File: src/rtl/sram_fb_pkg.sv
// Shared types and helpers for the framebuffer write path.
// Geometry, request payload, writer FSM states, address mapping.
package sram_fb_pkg;

  localparam int H_RES    = 320;
  localparam int V_RES    = 240;
  localparam int FB_WORDS = H_RES * V_RES;

  typedef struct packed {
    logic [8:0]  x;
    logic [8:0]  y;
    logic [15:0] color;
  } pixel_req_t;

  typedef enum logic [2:0] {
    IDLE,
    SETUP,
    STROBE,
    HOLD,
    NEXT
  } wr_state_t;

  // y*320 + x without a multiplier
  function automatic logic [17:0] fb_addr(
    input logic [8:0] x,
    input logic [8:0] y
  );
    logic [17:0] yw;
    yw = {9'd0, y};
    return (yw << 8) + (yw << 6) + {9'd0, x};
  endfunction

endpackage

File: src/rtl/sram_pixel_writer_if.sv
// Request, clear, arbiter and SRAM write bus of the pixel writer.
// master = game logic / arbiter / SRAM side, slave = the writer.
interface sram_pixel_writer_if;

  logic        iReq_Valid;
  logic        oReq_Ready;
  logic [8:0]  iReq_X;
  logic [8:0]  iReq_Y;
  logic [15:0] iReq_Color;
  logic        iClear_Start;
  logic [15:0] iClear_Color;
  logic        oClear_Done;
  logic        iBus_Grant;
  logic        oBus_Req;
  logic        oBus_Busy;
  logic [17:0] oSRAM_ADDR;
  logic [15:0] oSRAM_DQ;
  logic        oSRAM_DQ_OE;
  logic        oSRAM_WE_N;
  logic        oErr_Range;

  modport master (
    output iReq_Valid, iReq_X, iReq_Y, iReq_Color,
    output iClear_Start, iClear_Color, iBus_Grant,
    input  oReq_Ready, oClear_Done, oBus_Req, oBus_Busy,
    input  oSRAM_ADDR, oSRAM_DQ, oSRAM_DQ_OE, oSRAM_WE_N,
    input  oErr_Range
  );

  modport slave (
    input  iReq_Valid, iReq_X, iReq_Y, iReq_Color,
    input  iClear_Start, iClear_Color, iBus_Grant,
    output oReq_Ready, oClear_Done, oBus_Req, oBus_Busy,
    output oSRAM_ADDR, oSRAM_DQ, oSRAM_DQ_OE, oSRAM_WE_N,
    output oErr_Range
  );

endinterface

File: src/rtl/pixel_req_fifo.sv
// Synchronous request FIFO holding pixel_req_t entries.
// Flags come from the registered count; no push/pop bypass.
module pixel_req_fifo
  import sram_fb_pkg::*;
#(
  parameter int DEPTH = 16
) (
  input  logic                   clk_i,
  input  logic                   rst_ni,
  input  logic                   push_i,
  input  pixel_req_t             data_i,
  input  logic                   pop_i,
  output pixel_req_t             data_o,
  output logic                   full_o,
  output logic                   empty_o,
  output logic [$clog2(DEPTH):0] count_o
);

  localparam int AW = $clog2(DEPTH);

  pixel_req_t    mem_q [DEPTH];
  logic [AW-1:0] wr_q;
  logic [AW-1:0] rd_q;
  logic [AW:0]   cnt_q;
  logic          do_push;
  logic          do_pop;

  assign full_o  = (cnt_q == (AW+1)'(DEPTH));
  assign empty_o = (cnt_q == '0);
  assign count_o = cnt_q;
  assign data_o  = mem_q[rd_q];

  assign do_push = push_i && !full_o;
  assign do_pop  = pop_i && !empty_o;

  always_ff @(posedge clk_i) begin
    if (do_push) mem_q[wr_q] <= data_i;
  end

  always_ff @(posedge clk_i or negedge rst_ni) begin
    if (!rst_ni) begin
      wr_q  <= '0;
      rd_q  <= '0;
      cnt_q <= '0;
    end else begin
      if (do_push) wr_q <= wr_q + AW'(1);
      if (do_pop)  rd_q <= rd_q + AW'(1);
      cnt_q <= cnt_q + {{AW{1'b0}}, do_push}
                     - {{AW{1'b0}}, do_pop};
    end
  end

endmodule

File: src/rtl/sram_pixel_writer.sv
// Queues pixel writes and framebuffer fills, and runs 4-cycle
// SRAM write cycles while the arbiter grants the bus.
module sram_pixel_writer #(
  parameter int FIFO_DEPTH = 16,
  parameter int H_RES      = sram_fb_pkg::H_RES,
  parameter int V_RES      = sram_fb_pkg::V_RES
) (
  input logic                iCLK,
  input logic                iRST_N,
  sram_pixel_writer_if.slave bus
);

  import sram_fb_pkg::*;

  localparam int          CW      = $clog2(FIFO_DEPTH) + 1;
  localparam logic [8:0]  HMAX    = 9'(H_RES);
  localparam logic [8:0]  VMAX    = 9'(V_RES);
  localparam logic [17:0] CLR_END = 18'(H_RES * V_RES);

  wr_state_t   state_q, state_d;
  logic [17:0] addr_q, addr_d;
  logic [15:0] dq_q, dq_d;
  logic [17:0] clr_cnt_q, clr_cnt_d;
  logic [15:0] clr_col_q, clr_col_d;
  logic        clr_act_q, clr_act_d;
  logic        done_q, done_d;
  logic        err_q, err_d;

  pixel_req_t  req_in, head;
  logic        fifo_full, fifo_empty;
  logic [CW-1:0] fifo_cnt;

  logic pix_ok, push_fire, pix_push;
  logic has_work, can_go, go_clr, go_pix;
  logic clr_acc, clr_last, busy;

  assign req_in = '{x: bus.iReq_X, y: bus.iReq_Y,
                    color: bus.iReq_Color};

  assign pix_ok    = (bus.iReq_X < HMAX) && (bus.iReq_Y < VMAX);
  assign push_fire = bus.iReq_Valid && !fifo_full;
  assign pix_push  = push_fire && pix_ok;

  pixel_req_fifo #(
    .DEPTH (FIFO_DEPTH)
  ) u_fifo (
    .clk_i   (iCLK),
    .rst_ni  (iRST_N),
    .push_i  (pix_push),
    .data_i  (req_in),
    .pop_i   (go_pix),
    .data_o  (head),
    .full_o  (fifo_full),
    .empty_o (fifo_empty),
    .count_o (fifo_cnt)
  );

  // while a fill is active every launched write is a fill write
  assign has_work = clr_act_q || (fifo_cnt != '0);
  assign can_go   = bus.iBus_Grant && has_work &&
                    (state_q == IDLE || state_q == NEXT);
  assign go_clr   = can_go && clr_act_q;
  assign go_pix   = can_go && !clr_act_q;
  assign clr_acc  = bus.iClear_Start && (state_q == IDLE) &&
                    fifo_empty && !clr_act_q;
  assign clr_last = (state_q == HOLD) && clr_act_q &&
                    (clr_cnt_q == CLR_END);

  always_ff @(posedge iCLK or negedge iRST_N) begin
    if (!iRST_N) state_q <= IDLE;
    else         state_q <= state_d;
  end

  always_comb begin
    state_d = state_q;
    unique case (state_q)
      IDLE, NEXT: state_d = can_go ? SETUP : IDLE;
      SETUP:      state_d = STROBE;
      STROBE:     state_d = HOLD;
      HOLD:       state_d = NEXT;
      default:    state_d = IDLE;
    endcase
  end

  always_comb begin
    bus.oSRAM_WE_N  = 1'b1;
    bus.oSRAM_DQ_OE = 1'b0;
    busy            = 1'b0;
    unique case (state_q)
      SETUP, HOLD: begin
        bus.oSRAM_DQ_OE = 1'b1;
        busy            = 1'b1;
      end
      STROBE: begin
        bus.oSRAM_WE_N  = 1'b0;
        bus.oSRAM_DQ_OE = 1'b1;
        busy            = 1'b1;
      end
      default: ;
    endcase
  end

  always_comb begin
    addr_d    = addr_q;
    dq_d      = dq_q;
    clr_cnt_d = clr_cnt_q;
    clr_col_d = clr_col_q;
    clr_act_d = clr_act_q;
    unique case (1'b1)
      clr_acc: begin
        clr_cnt_d = '0;
        clr_col_d = bus.iClear_Color;
        clr_act_d = 1'b1;
      end
      go_clr: begin
        addr_d    = clr_cnt_q;
        dq_d      = clr_col_q;
        clr_cnt_d = clr_cnt_q + 18'd1;
      end
      go_pix: begin
        addr_d = fb_addr(head.x, head.y);
        dq_d   = head.color;
      end
      clr_last: clr_act_d = 1'b0;
      default: ;
    endcase
  end

  assign done_d = clr_last;
  assign err_d  = push_fire && !pix_ok;

  always_ff @(posedge iCLK or negedge iRST_N) begin
    if (!iRST_N) begin
      addr_q    <= '0;
      dq_q      <= '0;
      clr_cnt_q <= '0;
      clr_col_q <= '0;
      clr_act_q <= 1'b0;
      done_q    <= 1'b0;
      err_q     <= 1'b0;
    end else begin
      addr_q    <= addr_d;
      dq_q      <= dq_d;
      clr_cnt_q <= clr_cnt_d;
      clr_col_q <= clr_col_d;
      clr_act_q <= clr_act_d;
      done_q    <= done_d;
      err_q     <= err_d;
    end
  end

  assign bus.oReq_Ready  = !fifo_full;
  assign bus.oBus_Req    = has_work || busy;
  assign bus.oBus_Busy   = busy;
  assign bus.oSRAM_ADDR  = addr_q;
  assign bus.oSRAM_DQ    = dq_q;
  assign bus.oClear_Done = done_q;
  assign bus.oErr_Range  = err_q;

endmodule

File: src/flat_wrapper.sv
// flat-port wrapper written by rule: the top's interface ports become plain ports
module sram_pixel_writer_flat import sram_fb_pkg::*;
#(
  parameter int FIFO_DEPTH = 16,
  parameter int H_RES      = sram_fb_pkg::H_RES,
  parameter int V_RES      = sram_fb_pkg::V_RES
)
  (iCLK, iRST_N, bus_iReq_Valid, bus_iReq_X, bus_iReq_Y, bus_iReq_Color, bus_iClear_Start, bus_iClear_Color, bus_iBus_Grant, bus_oReq_Ready, bus_oClear_Done, bus_oBus_Req, bus_oBus_Busy, bus_oSRAM_ADDR, bus_oSRAM_DQ, bus_oSRAM_DQ_OE, bus_oSRAM_WE_N, bus_oErr_Range);
  sram_pixel_writer_if bus_i ();
  input logic iCLK;
  input logic iRST_N;
  input wire logic [$bits(bus_i.iReq_Valid)-1:0] bus_iReq_Valid;
  input wire logic [$bits(bus_i.iReq_X)-1:0] bus_iReq_X;
  input wire logic [$bits(bus_i.iReq_Y)-1:0] bus_iReq_Y;
  input wire logic [$bits(bus_i.iReq_Color)-1:0] bus_iReq_Color;
  input wire logic [$bits(bus_i.iClear_Start)-1:0] bus_iClear_Start;
  input wire logic [$bits(bus_i.iClear_Color)-1:0] bus_iClear_Color;
  input wire logic [$bits(bus_i.iBus_Grant)-1:0] bus_iBus_Grant;
  output wire logic [$bits(bus_i.oReq_Ready)-1:0] bus_oReq_Ready;
  output wire logic [$bits(bus_i.oClear_Done)-1:0] bus_oClear_Done;
  output wire logic [$bits(bus_i.oBus_Req)-1:0] bus_oBus_Req;
  output wire logic [$bits(bus_i.oBus_Busy)-1:0] bus_oBus_Busy;
  output wire logic [$bits(bus_i.oSRAM_ADDR)-1:0] bus_oSRAM_ADDR;
  output wire logic [$bits(bus_i.oSRAM_DQ)-1:0] bus_oSRAM_DQ;
  output wire logic [$bits(bus_i.oSRAM_DQ_OE)-1:0] bus_oSRAM_DQ_OE;
  output wire logic [$bits(bus_i.oSRAM_WE_N)-1:0] bus_oSRAM_WE_N;
  output wire logic [$bits(bus_i.oErr_Range)-1:0] bus_oErr_Range;
  assign bus_i.iReq_Valid = bus_iReq_Valid;
  assign bus_i.iReq_X = bus_iReq_X;
  assign bus_i.iReq_Y = bus_iReq_Y;
  assign bus_i.iReq_Color = bus_iReq_Color;
  assign bus_i.iClear_Start = bus_iClear_Start;
  assign bus_i.iClear_Color = bus_iClear_Color;
  assign bus_i.iBus_Grant = bus_iBus_Grant;
  assign bus_oReq_Ready = bus_i.oReq_Ready;
  assign bus_oClear_Done = bus_i.oClear_Done;
  assign bus_oBus_Req = bus_i.oBus_Req;
  assign bus_oBus_Busy = bus_i.oBus_Busy;
  assign bus_oSRAM_ADDR = bus_i.oSRAM_ADDR;
  assign bus_oSRAM_DQ = bus_i.oSRAM_DQ;
  assign bus_oSRAM_DQ_OE = bus_i.oSRAM_DQ_OE;
  assign bus_oSRAM_WE_N = bus_i.oSRAM_WE_N;
  assign bus_oErr_Range = bus_i.oErr_Range;
  sram_pixel_writer #(.FIFO_DEPTH(FIFO_DEPTH), .H_RES(H_RES), .V_RES(V_RES)) u_core (.iCLK(iCLK), .iRST_N(iRST_N), .bus(bus_i));
endmodule
File: config.mk
export PLATFORM = sky130hd
export DESIGN_NAME = sram_pixel_writer_flat
export DESIGN_NICKNAME = d
export VERILOG_FILES = /design/src/rtl/sram_fb_pkg.sv /design/src/rtl/sram_pixel_writer_if.sv /design/src/rtl/pixel_req_fifo.sv /design/src/rtl/sram_pixel_writer.sv /design/src/flat_wrapper.sv
export SDC_FILE = /design/constraint.sdc
export NUM_CORES = 1
export LEC_CHECK = 0
export ABC_AREA = 1
export BUFFER_PORTS_ARGS = -buffer_cell sky130_fd_sc_hd__buf_2
export CAP_MARGIN = 15
export CELL_PAD_IN_SITES_DETAIL_PLACEMENT = 0
export CELL_PAD_IN_SITES_GLOBAL_PLACEMENT = 1
export CORE_UTILIZATION = 30
export CTS_CLUSTER_DIAMETER = 80
export DETAILED_ROUTE_END_ITERATION = 10
export PLACE_DENSITY_LB_ADDON = 0.08
export SETUP_SLACK_MARGIN = 0.5
export SLEW_MARGIN = 40
export SYNTH_ARGS = -nofsm -noshare
export SYNTH_HDL_FRONTEND = slang
export SYNTH_SLANG_ARGS = --single-unit
File: constraint.sdc
create_clock -name iCLK -period 3.6 [get_ports iCLK]
set_clock_uncertainty 0.05 [all_clocks]
set_input_delay 0.54 -clock iCLK [delete_from_list [all_inputs] [get_ports iCLK]]
set_output_delay 0.54 -clock iCLK [all_outputs]
set_load 0.05 [all_outputs]
==> reports/qor.yml <==
grt:
  grt_max_degree: 162
  grt_pass1_vias: 17151
  grt_pass1_wl_microns: 119000
  track_usage_pct: 18.2
  overflow: 0
  antenna_found_initial: 3
detailed_routing:
  postRouteAntennaNets: 0
  wl_per_cell_microns: 22.9
  dr.pass1.iters: 5
  totalWireLength_microns: 80800
  viasPerCell: 4.90
  route.detailed.drc: 0
  vias: 17307
  drt_iter0_markers: 1232
timing:
  fin_crit_ns: 3.26
  grt_setup_unrepaired: "true"
  timing.fmax_mhz: 307
  hold_viol_final: 0
  drv_slew: 0
  slew_headroom_pct: 40.7
  setup_violations: 0
  tns_ns: 0
  fin_crit_sh_pct: 90.6
  tightest_slew_ns: 0.890
final_layout:
  drive_gt1_share_pct: 14.8
  final_common_cell: "edfxtp_1"
  final_cell_mix: "edfxtp_1, nor2_1, nand2_1"
  fill_cells: 8535
  syn_to_final_growth_pct: 19.1
  fin_nets: 2402
  final_util_pct: 36.0
  antenna_cells: 0
run_status:
  status: "finished, final reports clean"
yosys:
  synth.cell_area_sq_mm: 0.0262
  ys.flop_type: "edfxtp_1"
  ys_seq_elements: 631
  synthArstFlopShare_pct: 13.8
  synth_nets: 2270
  synth_cell_type_count: 44
  avgSynthCellArea_sq_um: 12.0
  syn_inst: 2182
  seq_area_frac_synth_pct: 70.6
  ys_warn_count: 0
  synth-edff-count: 544
critical_path:
  rr_endpoint: "u_core.bus.oSRAM_ADDR[17]"
  worstSetupPathType: "flop to flop"
  worst-r2r-setup-slack_ns: 0.34
  setup.worst_path.end_class: "flop"
  critPathMaxFanout: 7
  crit_top_cell: "nand2_2"
  critPathRequiredTime_ns: 4.04
  startpoint_type: "flop"
  reg2regPathDepth: 19
  cpPeakStageDelay_ns: 0.63
  arrival_ns: 3.70
  crit_slowest_cell: "fa_2"
  path_cells: "buf_6 > buf_16 > o21ai_2 > o221ai_1 > nand3_1 > nand2_2 > inv_2 > fa_2 > inv_2 > fa_2 > nand2_2 > nand3_2 > and2_4 > nand3_2 > nand2_2 > nand2_2 > nand2_1 > nand3_1 > nand2_1"
  reg2reg_from: "u_core.u_fifo.rd_q[0]"
placed_design:
  place_congestion: 0.774
  portBuffers: 95
  hpwlAfterDp_microns: 45100
floorplan:
  io_pins: 96
  die_area_sq_mm: 0.0885
  fp.dieH_microns: 298
  core_area_sq_mm: 0.0866
  num_rows: 108
  fp.dieW_microns: 298
  start_util_pct: 30.3
worst_hold_path:
  hp-class: "primary input to flop"
  min_from: "bus_iClear_Color[6]"
  holdPathEnd: "u_core.clr_col_q[6]"
  holdPathStages: 3
power:
  seqPwrFrac_pct: 32.4
  power.share.switching_pct: 39.7
  pwr-share-comb_pct: 40.7
  p_int_mw: 16.6
  irDropWorstVdd_mv: 0.472
  switchingPower_mw: 10.9
  p_leak_nw: 11.3
  power_density_mw_per_mm2: 883
  p_clk_share_pct: 26.9
clock_tree:
  h-tree-depth: 3
  cts_tree: "yes"
  cts.sink_count: 631
  clock_latency_ns: 0.61
  path_clk_slew_ns: 0.06
  clk_path_buf_depth: 3
  cts_buffers: 76
  cts_root_buf: "clkbuf_16"
run:
  maxCapViolCount: 0
## stage by stage
step	hold slack [ns]	cell area (sq um)	power, mW	instances	setup slack [ns]
2_1_floorplan	0.194	26200	16.1	2182	0.114
3_3_place_gp	0.414	28400	19.3	3377	0.144
3_5_place_dp	0.418	28400	19.3	3377	0.143
4_1_cts	0.0278	31200	27.8	3532	0.357
5_1_grt	0.0496	31200	29.4	3532	0.140
6_report	0.0725	31200	27.5	3532	0.339
## how the worst max path moves through the flow
stage,start,to,slack (ns),cells past startpoint
floorplan,u_core.u_fifo.count_o[2],u_core.u_fifo.mem_q[11][0],0.11,7
global placement,u_core.u_fifo.rd_q[0],u_core.bus.oSRAM_ADDR[13],0.14,16
detailed placement,u_core.u_fifo.rd_q[0],u_core.bus.oSRAM_ADDR[13],0.14,16
CTS,u_core.u_fifo.rd_q[0],u_core.bus.oSRAM_ADDR[17],0.36,19
global route,u_core.u_fifo.rd_q[0],u_core.bus.oSRAM_ADDR[17],0.14,19
finish,u_core.u_fifo.rd_q[0],u_core.bus.oSRAM_ADDR[17],0.34,19
## power groups by stage
stage	registers [mW]	clock network, mW	logic [mW]
5_1_grt	8.98	7.92	12.5
6_report	8.92	7.40	11.2
3_3_place_gp	9.03	0	10.3
4_1_cts	8.93	7.62	11.2
3_5_place_dp	9.03	0	10.3
2_1_floorplan	9.52	0	6.55
## area by class of cell
class | instances | area (sq um) | share of cell area, %
repair inverters | 1 | 11.3 | 0.0361
well taps | 1155 | 1450 | 4.63
clock buffers | 97 | 2050 | 6.58
inverters | 117 | 462 | 1.48
flip-flops and latches | 631 | 18500 | 59.4
clock inverters | 44 | 347 | 1.11
multi-input cells | 1308 | 6700 | 21.5
repair buffers | 179 | 1660 | 5.32
## timing repair
item                                    4_1_cts  5_1_grt
buffers inserted                              6        0
endpoints found under the hold margin        44        0
gates resized for setup                      44       13
hold buffers                                  1        0
endpoints found under the setup margin       12       19
pin swaps                                    13       14
cloned                                        7        0
## synthesized netlist by cell type, types with 4 or more instances
cell type / n / area share, %
o21ai_1: 88 / 1.7
nor3_1: 7 / 0.13
buf_4: 14 / 0.40
dfrtp_1: 87 / 8.3
buf_2: 43 / 0.82
inv_1: 110 / 1.6
edfxtp_1: 544 / 62
nor2_1: 314 / 4.5
a22oi_1: 29 / 0.83
clkbuf_2: 9 / 0.17
nand3_1: 117 / 2.2
o21ai_0: 273 / 5.2
nand4_1: 10 / 0.24
xor2_1: 12 / 0.40
buf_6: 19 / 0.82
o211ai_1: 13 / 0.37
a21oi_1: 60 / 1.1
clkbuf_1: 30 / 0.43
ha_1: 30 / 1.4
inv_2: 4 / 0.057
o221ai_1: 38 / 1.3
o22ai_1: 12 / 0.29
buf_1: 8 / 0.11
nand2_1: 277 / 4.0
## per-layer routing
layer	global-route usage [%]	part of all wire [%]	up-vias
li1	-	-	8064
met4	4.93	1.9	4
met5	0	0.026	-
met3	3.40	4.9	112
met1	25.4	47	8724
met2	29.0	46	403
## sequential cells by signal (all words and copies together) (netlist names)
signal                  count
u_core.u_fifo.count_o       5
u_core.bus.oSRAM_DQ        16
u_core.bus.oClear_Done      1
u_core.clr_col_q           16
u_core.bus.oErr_Range       1
u_core.clr_act_q            1
u_core.state_q              3
u_core.u_fifo.mem_q       544
u_core.clr_cnt_q           18
u_core.u_fifo.rd_q          4
u_core.u_fifo.wr_q          4
u_core.bus.oSRAM_ADDR      18
## critical path, delay by kind of cell (launching register included)
family / cells / cell delay, ns
compound gates: 2 / 0.22
fa+ha+maj: 2 / 1.00
flops: 1 / 0.62
buf+inv: 4 / 0.41
simple gates: 11 / 0.83
## cell families after synthesis
family / count (synthesis) / share of synthesized area (%)
buf+inv: 243 / 4.64
simple gates: 745 / 11.7
fa+ha+maj: 33 / 1.66
xor+xnor: 14 / 0.468
flops: 631 / 70.6
compound gates: 516 / 10.9
No activity file was read; power rests on OpenSTA's default activity.
